**src/rtl/score_pkg.sv**
```systemverilog
// Shared types for the dino-game score keeper: FSM states and BCD digits.
package score_pkg;

    typedef enum logic [1:0] {
        IDLE,
        RUNNING,
        OVER
    } state_e;

    typedef logic [3:0] bcd_t;

    localparam bcd_t BCD_MAX_DIGIT = 4'd9;

endpackage

```
**src/rtl/bcd_digit.sv**
```systemverilog
// One BCD digit of the score: clear has priority, inc wraps 9 -> 0 with carry.
module bcd_digit
    import score_pkg::*;
(
    input  logic clk,
    input  logic rst,
    input  logic clr_i,
    input  logic inc_i,
    output bcd_t value_o,
    output logic carry_o
);

    bcd_t value_q, value_d;

    assign carry_o = inc_i && (value_q == BCD_MAX_DIGIT);
    assign value_o = value_q;

    always_comb begin
        value_d = value_q;
        if (clr_i)
            value_d = '0;
        else if (inc_i)
            value_d = carry_o ? '0 : value_q + 4'd1;
    end

    always_ff @(posedge clk or posedge rst) begin
        if (rst) value_q <= '0;
        else     value_q <= value_d;
    end

endmodule

```
**src/rtl/score_keeper.sv**
```systemverilog
// Session score keeper: tick prescaler, BCD score chain, level counter,
// saturation and best-score register, driven by a three-state game FSM.
module score_keeper
    import score_pkg::*;
#(
    parameter int DIGITS          = 4,
    parameter int TICKS_PER_POINT = 6,
    parameter int LEVEL_DIGIT     = 2,
    parameter int LEVEL_W         = 4
) (
    input  logic                  clk,
    input  logic                  rst,
    input  logic                  game_start_i,
    input  logic                  game_over_i,
    input  logic                  game_tick_i,
    output logic [4*DIGITS-1:0]   score_o,
    output logic [4*DIGITS-1:0]   high_score_o,
    output logic [LEVEL_W-1:0]    level_o,
    output logic                  running_o,
    output logic                  new_high_o,
    output logic                  saturated_o
);

    localparam int SW = 4 * DIGITS;
    localparam logic [LEVEL_W-1:0] LEVEL_MAX = '1;
    localparam logic [7:0] PRE_LAST = 8'(TICKS_PER_POINT - 1);

    state_e state_q, state_d;
    logic [7:0]         pre_q, pre_d;
    logic [LEVEL_W-1:0] level_q, level_d;
    logic [SW-1:0]      high_q, high_d;
    logic               sat_q, sat_d;
    logic               nh_q, nh_d;

    logic enter_run, tick_en, finish;
    logic point, all9;
    logic [DIGITS:0]   inc;
    logic [DIGITS-1:0] carry, nine;
    logic [SW-1:0]     score;

    always_ff @(posedge clk or posedge rst) begin
        if (rst) state_q <= IDLE;
        else     state_q <= state_d;
    end

    always_comb begin
        state_d = state_q;
        unique case (state_q)
            IDLE:    if (game_start_i) state_d = RUNNING;
            RUNNING: if (game_over_i)  state_d = OVER;
            OVER:    if (game_start_i) state_d = RUNNING;
            default: state_d = IDLE;
        endcase
    end

    always_comb begin
        enter_run = 1'b0;
        tick_en   = 1'b0;
        finish    = 1'b0;
        unique case (state_q)
            IDLE: enter_run = game_start_i;
            RUNNING: begin
                if (game_over_i)       finish    = 1'b1;
                else if (game_start_i) enter_run = 1'b1;
                else                   tick_en   = game_tick_i;
            end
            OVER: enter_run = game_start_i;
            default: ;
        endcase
    end

    assign point = tick_en && (pre_q == PRE_LAST);

    always_comb begin
        pre_d = pre_q;
        if (enter_run)
            pre_d = '0;
        else if (tick_en)
            pre_d = point ? '0 : pre_q + 8'd1;
    end

    // Points arriving at all-9s are dropped, so the chain never overflows.
    assign inc[0] = point && !all9;
    assign all9   = &nine;

    for (genvar i = 0; i < DIGITS; i++) begin : g_digit
        bcd_digit u_digit (
            .clk     (clk),
            .rst     (rst),
            .clr_i   (enter_run),
            .inc_i   (inc[i]),
            .value_o (score[4*i +: 4]),
            .carry_o (carry[i])
        );
        assign inc[i+1] = carry[i];
        assign nine[i]  = (score[4*i +: 4] == BCD_MAX_DIGIT);
    end

    always_comb begin
        level_d = level_q;
        sat_d   = sat_q;
        if (enter_run) begin
            level_d = '0;
            sat_d   = 1'b0;
        end else begin
            if (inc[LEVEL_DIGIT] && level_q != LEVEL_MAX)
                level_d = level_q + 1'b1;
            if ((point && all9) || inc[DIGITS])
                sat_d = 1'b1;
        end
    end

    // Nibbles are 0..9, so a plain unsigned compare orders BCD MSD first.
    always_comb begin
        high_d = high_q;
        nh_d   = nh_q;
        if (enter_run) begin
            nh_d = 1'b0;
        end else if (finish) begin
            nh_d = (score > high_q);
            if (score > high_q)
                high_d = score;
        end
    end

    always_ff @(posedge clk or posedge rst) begin
        if (rst) begin
            pre_q   <= '0;
            level_q <= '0;
            high_q  <= '0;
            sat_q   <= 1'b0;
            nh_q    <= 1'b0;
        end else begin
            pre_q   <= pre_d;
            level_q <= level_d;
            high_q  <= high_d;
            sat_q   <= sat_d;
            nh_q    <= nh_d;
        end
    end

    assign score_o      = score;
    assign high_score_o = high_q;
    assign level_o      = level_q;
    assign running_o    = (state_q == RUNNING);
    assign new_high_o   = nh_q;
    assign saturated_o  = sat_q;

endmodule

```
**config.mk**
```make
export PLATFORM = sky130hd
export DESIGN_NAME = score_keeper
export DESIGN_NICKNAME = d
export VERILOG_FILES = /design/src/rtl/score_pkg.sv /design/src/rtl/bcd_digit.sv /design/src/rtl/score_keeper.sv
export SDC_FILE = /design/constraint.sdc
export NUM_CORES = 1
export LEC_CHECK = 0
export ABC_CLOCK_PERIOD_IN_PS = 2200
export BUFFER_PORTS_ARGS = -buffer_cell sky130_fd_sc_hd__buf_2
export CORE_UTILIZATION = 51
export DETAILED_ROUTE_END_ITERATION = 6
export GPL_ROUTABILITY_DRIVEN = 1
export PLACE_DENSITY_LB_ADDON = 0.2
export SYNTH_ARGS = -nofsm -noshare
export SYNTH_HDL_FRONTEND = slang
export SYNTH_SLANG_ARGS = --single-unit
```
**constraint.sdc**
```tcl
create_clock -name clk -period 2.2 [get_ports clk]
set_clock_uncertainty 0.1 [all_clocks]
set_input_delay 0.22 -clock clk [delete_from_list [all_inputs] [get_ports clk]]
set_output_delay 0.22 -clock clk [all_outputs]
set_load 0.01 [all_outputs]
```
## Yosys cells after proc, flatten, opt, wreduce, memory -nomap -nowiden

Cells that the tools add are included.

| storage, ports and cells | value |
|---|---|
| bits in registers | 48 |
| latch bits | 0 |
| memory bits (writable) | 0 |
| memory bits (read-only) | 0 |
| bits of input ports | 5 |
| output and inout port bits | 39 |
| memories | 0 |

| cells by class | value |
|---|---|
| add/sub/neg operators | 6 |
| multiply operators | 0 |
| div/mod/pow operators | 0 |
| $lt $le $gt $ge | 1 |
| equality and inequality tests | 10 |
| shifts and indexed selects | 0 |
| multiplexer cells | 32 |
| bitwise logic cells | 1 |
| reduce and logical (&&, ||, !) cells | 23 |

Operator list:

| operator | number |
|---|---|
| two-way mux 4 bit | 14 |
| two-way mux 8 bit | 3 |
| adder 4 x 1 -> 4 bit (second input constant) | 5 |
| == test 4 bit (second input constant) | 4 |
| greater-than comparator 16 bit | 1 |
| nonzero test 2 bit | 8 |
| two-way mux 1 bit | 11 |
| adder 8 x 1 -> 8 bit (second input constant) | 1 |
| == test 8 x 3 -> 1 bit (second input constant) | 1 |
| logical AND 1 bit | 8 |
| two-way mux 2 bit | 2 |
| inequality test 4 bit (second input constant) | 1 |
| case mux 2 bit (2 select lines) | 1 |
| AND reduction 4 bit | 1 |
| AND reduction 3 bit | 1 |
| == test 2 x 1 -> 1 bit (second input constant) | 1 |
| == test 2 bit (second input constant) | 1 |
| logical NOT 2 bit | 1 |
| inequality test 2 x 1 -> 1 bit (second input constant) | 1 |
| inequality test 2 bit (second input constant) | 1 |
| case mux 1 bit (2 select lines) | 1 |
| AND reduction 2 bit | 1 |
| OR reduction 2 bit | 1 |
| logical NOT 1 bit | 1 |
| other kinds (2) | 2 |

## Logic depth before layout (Yosys ltp)

| logic depth | value |
|---|---|
| word-level depth | 12 |
| depth in mapped cells | 9 |

## Hierarchy

Synthesis repeated with hierarchy kept, for this count alone.

| unflattened totals | value |
|---|---|
| cells, all modules | 351 |
| area total of the unflattened synthesis | 3,149.3 µm² |

By module, submodules not included:

| module | times used | cells an instance | area an instance (µm²) |
|---|---|---|---|
| score_keeper | 1 | 243 | 2,168.3 |
| bcd_digit | 4 | 27 | 245.2 |

## Worst setup path before layout

OpenSTA, ideal clock, no wires.

| path | value |
|---|---|
| path kind | reg2reg |
| start | register g_digit[0].u_digit.value_q[3] |
| end | register high_q[4] (netlist: high_score_o[4]) |
| library setup time | 125 ps |
| arrival | 2,226 ps |
| required time | 1,975 ps |
| slack | -251 ps |
| cell stages (with the launch flop) | 9 |
| path buffers | 2 |
| cell sequence | dfrtp_1 > ha_1 > and3_4 > a221o_1 > a221oi_1 > a21o_1 > buf_6 > buf_12 > mux2_4 |

| on the way | value |
|---|---|
| longest elaborated chain between the ends | 2 |

Ends and longest elaborated chain:

| element | line | RTL |
|---|---|---|
| start, declared | bcd_digit.sv:13 | `bcd_t value_q, value_d;` |
| start signal, assigned | bcd_digit.sv:28 | `else value_q <= value_d;` |
| greater-than comparator 16 bit | score_keeper.sv:121 | `if (score > high_q)` |
| AND reduction 3 bit (no source line) | - |  |
| end signal, assigned | score_keeper.sv:136 | `high_q <= high_d;` |
| end, declared | score_keeper.sv:31 | `logic [SW-1:0] high_q, high_d;` |

Every way passes these cells.
A chain may end at the register's enable or synchronous reset.

## Worst setup path after layout

| path | value |
|---|---|
| start | register g_digit[2].u_digit.value_q[2] |
| end | register high_q[0] (netlist: high_score_o[0]) |

| on the way | value |
|---|---|
| longest elaborated chain between the ends | 2 |

Ends and longest elaborated chain:

| element | line |
|---|---|
| start, declared | bcd_digit.sv:13 |
| start signal, assigned | bcd_digit.sv:28 |
| greater-than comparator 16 bit | score_keeper.sv:121 |
| AND reduction 3 bit (no source line) | - |

Every way passes these cells.

==> impl_results.md <==
- Fin. max-slew vios: 0
- Status: complete, but fails checks
- Gpl congestion: 0.8489
- Drt total wl: 6.551 mm
- GRT Residual Overflow: 0
- Hold Path Class: in2reg
- Worst skew pair latency: 0.31 ns
- Setup TNS: -2.055 ns
- Multi-input gate area: 1643 sq um
- Initial Utilization: 54.42%
- NetSw: 0.0004146 W
- Vias in the first global route: 2348
- Crit start category: flip-flop
- Yosys warning total: 0
- Min cycle time layout: 2.376 ns
- First-pass GRT wire length: 10.85 mm
- # diodes: 0
- Max FO, Critical Path: 5
- Period utilization: 108.0%
- Clk pwr share: 34.3%
- Total Nets Final: 399
- Worst-margin pin slew: 0.6230 ns
- Fin Hold WS: 0.08303 ns
- Clock Path Buffers: 2
- Initial antenna violation count: 0
- Maximum VDD drop: 346.3 uV
- Failing checks: negative setup slack
- Worst EP required: 2.30 ns
- CTS root buffer: clkbuf_8
- Placed Instances: 422
- Reg2Reg Setup Slack: -0.18 ns
- #FFs+latches synth: 48
- Overall routing resource usage: 23.40%
- Syn Std Cell Area: 2868 sq um
- Core area: 5270 sq um
- Area grow syn2layout: 28.71%
- CTS tree: built
- Min-Delay Path Depth: 2
- Drt pass-1 iters: 6
- Slew margin rel.: 58.47%
- Syn Inst Count: 281
- Largest stage delay, worst path: 0.43 ns
- Top-Level Pins: 44
- Crit path kind: reg2reg
- Die X-Extent: 76.99 microns
- Post-Route Utilization: 70.04%
- Top_reg_cell synth: dfrtp_1
- Post-synth EDFFs: 0
- CTS clk-pin slew, worst paths: 0.10 ns
- Asr flop ratio synth: 100.0%
- DP HPWL: 4.801 mm
- Syn Nets: 313
- Syn avg cell area: 10.21 sq um
- Internal power: 0.001161 W
- Vias: 2385
- RSZ-0062 raised after global routing: yes
- CP Capture Type: flip-flop
- Switch share: 26.31%
- Row count: 26
- Final worst slack: -0.1757 ns
- Cell chain of the critical path: ha_4 -> nand4_1 -> nor4_4 -> buf_4 -> a221oi_2 -> a21o_4 -> clkbuf_16 -> mux2_4
- Max_cap viols: 0
- Hold Path End: state_q[0]$_DFFE_PP0P_
- Crit path max-delay cell type: dfrtp_1
- CTS buffer count: 5
- Critical path origin: g_digit[2].u_digit.value_o[2]$_DFFE_PP0P_
- Remaining DRCs: 0
- Port Buf Inserts: 43
- LEAKAGE: 1.894 nW
- Sink Count: 48
- Die area: 5927 sq um
- Hold Startpoint: game_start_i
- Iter 0 DRT Violations: 151
- Share of post-route cells with drive strength above 1: 36.14%
- Vias/cell: 5.445
- Final Hold Vio Count: 0
- Achievable Freq: 0.4209 GHz
- Finished Layout Cells: 438
- Worst R2R End: high_score_o[0]$_DFFE_PP0P_
- H-tree depth: 2
- Pin count of the biggest net entering global routing: 49
- Comb power frac: 8.3%
- Worst r2r src: g_digit[2].u_digit.value_o[2]$_DFFE_PP0P_
- Sequential Power Share: 57.5%
- Chip height: 76.99 microns
- Cell Pwr Density: 426.9 nW/um^2
- Sequential Area: 1205 sq um
- Post-Place Worst Slack: -0.1583 ns
- Fillers: 419
- Antenna Violating Nets Remaining: 0
- Sequential area share after synthesis: 41.88%
- Worst R2R Path Depth: 8
- Post-synth cell types: 52
- Worst EP arrival: 2.48 ns
- Setup-failing EPs final: 15
- Wire length per cell: 14.96 microns
cell usage after synthesis, types with 3 or more instances:
cell      number  area share, %
dfrtp_1       48             42
ha_1          27             12
inv_1         27            3.5
nor2_1        20            2.6
nand2_1       18            2.4
a21oi_1       13            2.3
o21ai_0       11            1.9
mux2i_1       10            3.5
nand3_1       10            1.7
nor3_1         8            1.4
mux2_2         7            2.7
nand3b_1       5            1.3
xnor2_1        5            1.5
a21o_1         4            1.0
and2_1         4           0.87
and3_1         4           0.87
mux2_4         4            2.1
o21a_1         4            1.0
a31oi_1        3           0.65
clkbuf_1       3           0.39
nand4_1        3           0.65
nor3_2         3            1.0
xor2_1         3           0.92
what timing repair did:
item / 4_1_cts / 5_1_grt
pin swaps: 2 / 5
hold endpoints to repair: 48 / 0
resized for setup: 5 / 13
gates cloned: 0 / 1
hold buffers: 1 / 0
setup endpoints to repair: 13 / 28
setup buffers: 3 / 3
power groups by stage:
stage	clock, W	combinational (W)	sequential, W
floorplan	0	0.0000835	0.000922
global placement	0	0.000125	0.000921
detailed placement	0	0.000129	0.000922
CTS	0.000551	0.000130	0.000905
global route	0.000580	0.000147	0.000908
finish	0.000540	0.000130	0.000905
critical path, delay by kind of cell (launching register included):
| kind | cells | cell delay, ns |
|---|---|---|
| flip-flops | 1 | 0.43 |
| AO/OA/AOI/OAI | 2 | 0.29 |
| multiplexers | 1 | 0.29 |
| adder cells (fa/ha/maj) | 1 | 0.28 |
| AND/OR/NAND/NOR | 2 | 0.54 |
| buffers and inverters | 2 | 0.33 |
state kept, by name (all words and copies together) (netlist names):
signal and count:
state_q 2, high_score_o 16, g_digit.u_digit.value_o 16, saturated_o 1, new_high_o 1, level_o 4, pre_q 8
final cells by class:
type	count	area share, %
multi-input cells	200	44.51
clock buffers	5	1.864
inverters	27	2.746
well taps	70	2.373
flip-flops and latches	48	32.64
clock inverters	3	0.5085
repair buffers	85	15.36
worst max-delay path by stage:
| stage | cells after the start | to |
|---|---|---|
| finish | 8 | high_score_o[0]$_DFFE_PP0P_ |
| global route | 9 | high_score_o[0]$_DFFE_PP0P_ |
| CTS | 8 | high_score_o[12]$_DFFE_PP0P_ |
| detailed placement | 8 | high_score_o[12]$_DFFE_PP0P_ |
| global placement | 7 | high_score_o[10]$_DFFE_PP0P_ |
| floorplan | 9 | high_score_o[4]$_DFFE_PP0P_ |
kinds of logic (layout without fill, tap and decap cells):
kind of cell / count (synthesis) / after routing / share of synthesized area [%]
flip-flops: 48 / 48 / 41.88
XOR/XNOR: 8 / 8 / 2.443
buffers and inverters: 33 / 120 / 5.192
AO/OA/AOI/OAI: 45 / 45 / 9.905
adder cells (fa/ha/maj): 27 / 27 / 11.78
multiplexers: 21 / 21 / 8.334
AND/OR/NAND/NOR: 99 / 99 / 20.46
per-layer routing:
metal | GRT usage, % | part of all wire, % | up-vias
li1 | - | - | 1172
met1 | 31.36 | 47 | 1142
met2 | 39.11 | 48 | 56
met3 | 2.619 | 3.0 | 15
met4 | 8.491 | 2.0 | 0
met5 | 0 | 0 | -
layout by cell type, fill, tap and decap left out, types with 2 or more instances in the layout:
cell,netlist,final
a21o_1,4,3
a21oi_1,13,13
a31oi_1,3,3
and2_1,4,3
and3_1,4,4
and3b_1,2,2
buf_2,1,43
buf_4,0,38
clkbuf_8,0,5
clkinv_2,0,2
dfrtp_1,48,45
dfrtp_2,0,3
ha_1,27,23
ha_4,0,4
inv_1,27,23
inv_2,0,4
mux2_2,7,4
mux2_4,4,7
mux2i_1,10,9
nand2_1,18,17
nand2_2,1,2
nand3_1,10,10
nand3b_1,5,5
nand4_1,3,3
nand4b_1,2,2
nor2_1,20,20
nor2b_1,2,2
nor3_1,8,8
nor3_2,3,2
nor4_1,2,2
o21a_1,4,4
o21ai_0,11,11
or3_1,2,2
xnor2_1,5,5
xor2_1,3,3
metrics by stage:
stage	power [W]	instance area, sq um
after CTS	0.001586	3578
final	0.001576	3691
after floorplan	0.001006	2912
after detailed placement	0.001051	3435
after global placement	0.001046	3435
after global routing	0.001634	3691
Note: power is estimated with default switching activity, not from simulation.
